### src/rtl/phase_result_arbiter.sv
// Round-robin arbiter that collects phase detector period counts into one valid/ready stream.
// Optional build macro PHASE_ARB_ZERO_DROP_EN drops zero counts (detector timeout markers).
module phase_result_arbiter #(
    parameter int unsigned NCH   = 8,
    parameter int unsigned CNT_W = 32
) (
    input  logic                      clk,
    input  logic                      rst_n,
    input  logic [NCH-1:0]            ph_valid,
    input  logic [NCH*CNT_W-1:0]      ph_cnt,
    input  logic [NCH-1:0]            ch_en,
    input  logic                      ovr_clr,
    output logic                      out_valid,
    input  logic                      out_ready,
    output logic [$clog2(NCH)-1:0]    out_ch,
    output logic [CNT_W-1:0]          out_cnt,
    output logic                      out_ovr,
    output logic [NCH-1:0]            ovr_sticky
);

    localparam int unsigned CH_W = $clog2(NCH);

    localparam logic [0:0] S_IDLE = 1'b0;
    localparam logic [0:0] S_SEND = 1'b1;

    logic [0:0]       r_state;
    logic [CNT_W-1:0] r_hold [NCH];
    logic [NCH-1:0]   r_pending;
    logic [NCH-1:0]   r_lost;
    logic [NCH-1:0]   r_sticky;
    logic [CH_W-1:0]  r_rr_ptr;
    logic             r_out_valid;
    logic [CH_W-1:0]  r_out_ch;
    logic [CNT_W-1:0] r_out_cnt;
    logic             r_out_ovr;

    logic [0:0]       w_state_nxt;
    logic [CNT_W-1:0] w_hold_nxt [NCH];
    logic [NCH-1:0]   w_pending_nxt;
    logic [NCH-1:0]   w_lost_nxt;
    logic [NCH-1:0]   w_sticky_nxt;
    logic [CH_W-1:0]  w_rr_ptr_nxt;
    logic             w_out_valid_nxt;
    logic [CH_W-1:0]  w_out_ch_nxt;
    logic [CNT_W-1:0] w_out_cnt_nxt;
    logic             w_out_ovr_nxt;

    logic [NCH-1:0]   w_req;
    logic [NCH-1:0]   w_cap;
    logic [NCH-1:0]   w_gnt_vec;
    logic             w_gnt_found;
    logic [CH_W-1:0]  w_gnt_idx;
    logic             w_grant;
    int unsigned      w_scan;

    // Disabled channels are neither captured nor eligible for grant.
    always_comb begin
        w_req = r_pending & ch_en;
        w_cap = '0;
        for (int unsigned i = 0; i < NCH; i++) begin
`ifdef PHASE_ARB_ZERO_DROP_EN
            w_cap[i] = ph_valid[i] & ch_en[i] & (|ph_cnt[i*CNT_W +: CNT_W]);
`else
            w_cap[i] = ph_valid[i] & ch_en[i];
`endif
        end
    end

    // First requesting channel at or after rr_ptr, wrapping at NCH.
    always_comb begin
        w_gnt_found = 1'b0;
        w_gnt_idx   = '0;
        w_scan      = 0;
        for (int unsigned k = 0; k < NCH; k++) begin
            w_scan = 32'(r_rr_ptr) + k;
            if (w_scan >= NCH) begin
                w_scan = w_scan - NCH;
            end
            if (!w_gnt_found && w_req[w_scan]) begin
                w_gnt_found = 1'b1;
                w_gnt_idx   = CH_W'(w_scan);
            end
        end
    end

    assign w_grant   = (r_state == S_IDLE) && w_gnt_found;
    assign w_gnt_vec = w_grant ? (NCH'(1) << w_gnt_idx) : '0;

    // Arbiter FSM: next state and output word.
    always_comb begin
        w_state_nxt     = r_state;
        w_out_valid_nxt = r_out_valid;
        w_out_ch_nxt    = r_out_ch;
        w_out_cnt_nxt   = r_out_cnt;
        w_out_ovr_nxt   = r_out_ovr;
        w_rr_ptr_nxt    = r_rr_ptr;
        case (r_state)
            S_IDLE: begin
                if (w_gnt_found) begin
                    w_out_valid_nxt = 1'b1;
                    w_out_ch_nxt    = w_gnt_idx;
                    w_out_cnt_nxt   = r_hold[w_gnt_idx];
                    w_out_ovr_nxt   = r_lost[w_gnt_idx];
                    w_state_nxt     = S_SEND;
                end
            end
            S_SEND: begin
                if (out_ready) begin
                    w_out_valid_nxt = 1'b0;
                    w_rr_ptr_nxt    = (r_out_ch == CH_W'(NCH - 1)) ? '0 : r_out_ch + CH_W'(1);
                    w_state_nxt     = S_IDLE;
                end
            end
            default: begin
                w_state_nxt     = S_IDLE;
                w_out_valid_nxt = 1'b0;
            end
        endcase
    end

    // Per-channel holding/pending/lost; a capture in the grant cycle is not an overrun.
    always_comb begin
        w_pending_nxt = r_pending;
        w_lost_nxt    = r_lost;
        w_sticky_nxt  = ovr_clr ? '0 : r_sticky;
        for (int unsigned i = 0; i < NCH; i++) begin
            w_hold_nxt[i] = r_hold[i];
            if (!ch_en[i]) begin
                w_pending_nxt[i] = 1'b0;
                w_lost_nxt[i]    = 1'b0;
            end else begin
                if (w_gnt_vec[i]) begin
                    w_pending_nxt[i] = 1'b0;
                    w_lost_nxt[i]    = 1'b0;
                end
                if (w_cap[i]) begin
                    w_hold_nxt[i]    = ph_cnt[i*CNT_W +: CNT_W];
                    w_pending_nxt[i] = 1'b1;
                    if (r_pending[i] && !w_gnt_vec[i]) begin
                        w_lost_nxt[i]   = 1'b1;
                        w_sticky_nxt[i] = 1'b1;
                    end
                end
            end
        end
    end

    always_ff @(posedge clk or negedge rst_n) begin
        if (!rst_n) begin
            r_state     <= S_IDLE;
            r_pending   <= '0;
            r_lost      <= '0;
            r_sticky    <= '0;
            r_rr_ptr    <= '0;
            r_out_valid <= 1'b0;
            r_out_ch    <= '0;
            r_out_cnt   <= '0;
            r_out_ovr   <= 1'b0;
            for (int unsigned i = 0; i < NCH; i++) begin
                r_hold[i] <= '0;
            end
        end else begin
            r_state     <= w_state_nxt;
            r_pending   <= w_pending_nxt;
            r_lost      <= w_lost_nxt;
            r_sticky    <= w_sticky_nxt;
            r_rr_ptr    <= w_rr_ptr_nxt;
            r_out_valid <= w_out_valid_nxt;
            r_out_ch    <= w_out_ch_nxt;
            r_out_cnt   <= w_out_cnt_nxt;
            r_out_ovr   <= w_out_ovr_nxt;
            for (int unsigned i = 0; i < NCH; i++) begin
                r_hold[i] <= w_hold_nxt[i];
            end
        end
    end

    assign out_valid  = r_out_valid;
    assign out_ch     = r_out_ch;
    assign out_cnt    = r_out_cnt;
    assign out_ovr    = r_out_ovr;
    assign ovr_sticky = r_sticky;

endmodule

### config.mk
export PLATFORM = sky130hd
export DESIGN_NAME = phase_result_arbiter
export DESIGN_NICKNAME = d
export VERILOG_FILES = /design/src/rtl/phase_result_arbiter.sv
export SDC_FILE = /design/constraint.sdc
export NUM_CORES = 1
export LEC_CHECK = 0
export BUFFER_PORTS_ARGS = -buffer_cell sky130_fd_sc_hd__buf_4
export CORE_MARGIN = 5
export CORE_UTILIZATION = 35
export CTS_CLUSTER_DIAMETER = 40
export CTS_CLUSTER_SIZE = 16
export DETAILED_ROUTE_END_ITERATION = 6
export PLACE_DENSITY = 0.52
export SYNTH_ARGS = -nofsm -noshare
export SYNTH_HDL_FRONTEND = slang
export SYNTH_SLANG_ARGS = --single-unit
export TNS_END_PERCENT = 50
### constraint.sdc
create_clock -name clk -period 4.45 [get_ports clk]
set_input_delay 0.89 -clock clk [delete_from_list [all_inputs] [get_ports clk]]
set_output_delay 0.89 -clock clk [all_outputs]
set_load 0.01 [all_outputs]
==> metrics.yaml <==
outcome: "completed"
synth_top_area_cell: "dfrtp_1"
pwr-share-clk_pct: 26.6
wl_per_cell_um: 24.3
relSlewSlack_pct: 24.1
n_antenna_cell: 0
path_buf_inv: 1
vias: 11400
avgSynthCellArea_um2: 13.1
ios: 321
seq_area_frac_synth_pct: 51.4
p_sw_mw: 7.36
yosysUniqueCellTypes: 69
crit_family: "compound AO/OA/AOI/OAI gates"
setup-tns-final_ps: 0
whs_ps: 317
synth_warnings: 0
pwr-share-seq_pct: 21.6
core-area_um2: 44200
grt_pass1_vias: 12200
die_h_um: 221
via_per_inst: 5.24
cp_max_fo: 11
power.leakage_nw: 9.31
rows: 77
synth_top_cell_area_share_pct: 51.4
synth_seq_cells: 321
cts_resized: 0
synth_edf_count: 0
drt_iter0_drc: 621
syn_area_um2: 15600
final_layout_size_suffix_gt1_share_pct: 52.9
pre_cts_ws_ps: 167
setup_viol: 0
crit_slowest_cell: "a211oi_2"
layout.nets: 1814
stdcell_count: 2176
power_density_nw_per_um2: 869
grt_start_max_net_pins: 97
routed_wl_mm: 52.9
clkSinkCount: 321
overflow: 0
insertion_delay_ps: 600
finalCriticalPeriod_ps: 4010
critPathArrivalTime_ps: 4510
n_fill_cell: 4016
tightest_slew_ps: 1140
sw_frac_of_total_pct: 40.4
placedCellCount: 2063
hpwl_mm: 37.8
fp.dieW_um: 221
p_int_mw: 10.9
antenna_found_initial: 0
gp_congestion: 0.853
htree_levels: 2
fmax_mhz: 250
irDropWorstVdd_uv: 586
async_reset_ff_share_pct: 100
synth_most_common_cell: "dfrtp_1"
crit_type: "reg2reg"
cts-root-buf: "clkbuf_16"
post_cts_buffers: 0
period_share_pct: 90.0
cts_tree: "built"
worstPathCellList: "inv_2 > ha_1 > xor2_1 > mux4_2 > mux2i_1 > and2_1 > o211ai_1 > o21a_1 > a211oi_2 > a22oi_1 > o211ai_2"
first_pass_iters: 5
drv_cap: 0
skew_ps: 22.0
fin_ws_ps: 445
clkTransAtPathRegs_ps: 50
syn2layout_area_growth_pct: 34.1
seq_area_um2: 8030
numPortBuffers: 320
synth_area_leaders: "dfrtp_1, mux2_2, mux2i_1"
clockBufferDepth: 3
end_kind: "flip-flop"
post-route-drc-count: 0
slowest_delay_ps: 970
synth_nets: 1476
ctsHoldBuffers: 0
fp.dieArea_um2: 49000
grt_util_all_layers_pct: 21.2
synth_cells: 1196
initial_utilization_pct: 35.4
cts_buffers: 61
netlist_top_cells_count: "dfrtp_1, mux2_2, mux2i_1"
crit_required_ps: 4950
ys.flop_type: "dfrtp_1"
start_kind: "flip-flop"
hold_viol: 0
multi_input_area_um2: 7200
rsz0062_at_grt: "false"
slew_violations: 0
drtAntennaViolNets: 0
grt_pass1_wl_mm: 80.0
power_frac_comb_pct: 51.9
hold_class: "in2async"
[power by group through the flow]
stage	registers, mW	clock network [mW]	logic, mW
after floorplan	3.87	0	6.31
after global placement	3.97	0	9.53
after detailed placement	3.98	0	9.53
after CTS	3.94	4.94	9.55
after global routing	4.00	5.06	10.1
final	3.93	4.84	9.45
[placed cells by master (no fill, tap or decap), drive strengths merged, types with 24 or more instances in the layout]
cell,instances
a21boi,28
and3,24
buf,356
clkbuf,78
dfrtp,321
mux2,319
mux2i,74
nand2,47
nand3,47
o21ai,57
[worst paths after layout]
path / endpoint / from / slack, ps / depth (start not counted)
worst max register to register: out_cnt[20] / r_rr_ptr[0] / 440 / 11
worst min-delay path: r_hold[44] / rst_n / 320 / 1
worst min register to register: ovr_sticky[4] / ovr_sticky[4] / 490 / 1
worst max-delay path: out_cnt[20] / r_rr_ptr[0] / 440 / 11
max in group asynchronous: r_hold[122] / rst_n / 3100 / 2
min in group clk: ovr_sticky[4] / ovr_sticky[4] / 490 / 1
[metrics by stage]
| stage | util [%] | total power [mW] | instance area [µm²] |
|---|---|---|---|
| finish | 47.4 | 18.2 | 21000 |
| global route | 47.4 | 19.2 | 21000 |
| CTS | 47.4 | 18.4 | 21000 |
| detailed placement | 42.5 | 13.5 | 18800 |
| global placement | 42.5 | 13.5 | 18800 |
| floorplan | - | 10.2 | 15600 |
[final cells by class]
cell class | instances | share of cell area [%]
inverters | 8 | 0.143
clock inverters | 35 | 2.25
flip-flops and latches | 321 | 38.3
multi-input cells | 786 | 34.3
clock buffers | 78 | 8.11
repair buffers | 356 | 13.3
well taps | 592 | 3.53
[metal layers]
layer	vias up	global-route usage (%)	share of wire, %
li1	5158	-	-
met1	5840	31.0	48
met2	331	31.4	44
met3	82	5.39	6.0
met4	0	5.98	2.5
met5	-	0	0
[registers in the layout (all words and copies together) (netlist names)]
register and flops:
r_hold 256, out_cnt 32, ovr_sticky 8, r_lost 8, r_pending 8, out_ch 3
r_rr_ptr 3, out_ovr 1, out_valid 1, r_state 1
[logic make-up (layout without fill, tap and decap cells)]
logic type / after synthesis / count (layout) / share of synthesized area [%]
mux: 402 / 402 / 29.0
flops: 321 / 321 / 51.4
compound gates: 205 / 205 / 9.92
simple gates: 172 / 172 / 6.08
buf+inv: 89 / 477 / 3.00
fa+ha+maj: 4 / 4 / 0.320
xor+xnor: 3 / 3 / 0.288
[worst register-to-register path, delay by kind of cell, from the launching register on]
family / cells / cell delay [ps]
AND/OR/NAND/NOR: 1 / 230
flip-flops: 1 / 410
XOR/XNOR: 1 / 420
AO/OA/AOI/OAI: 5 / 1680
buffers and inverters: 1 / 180
adder cells (fa/ha/maj): 1 / 270
multiplexers: 2 / 730
Note: power is estimated with default switching activity, not from simulation.
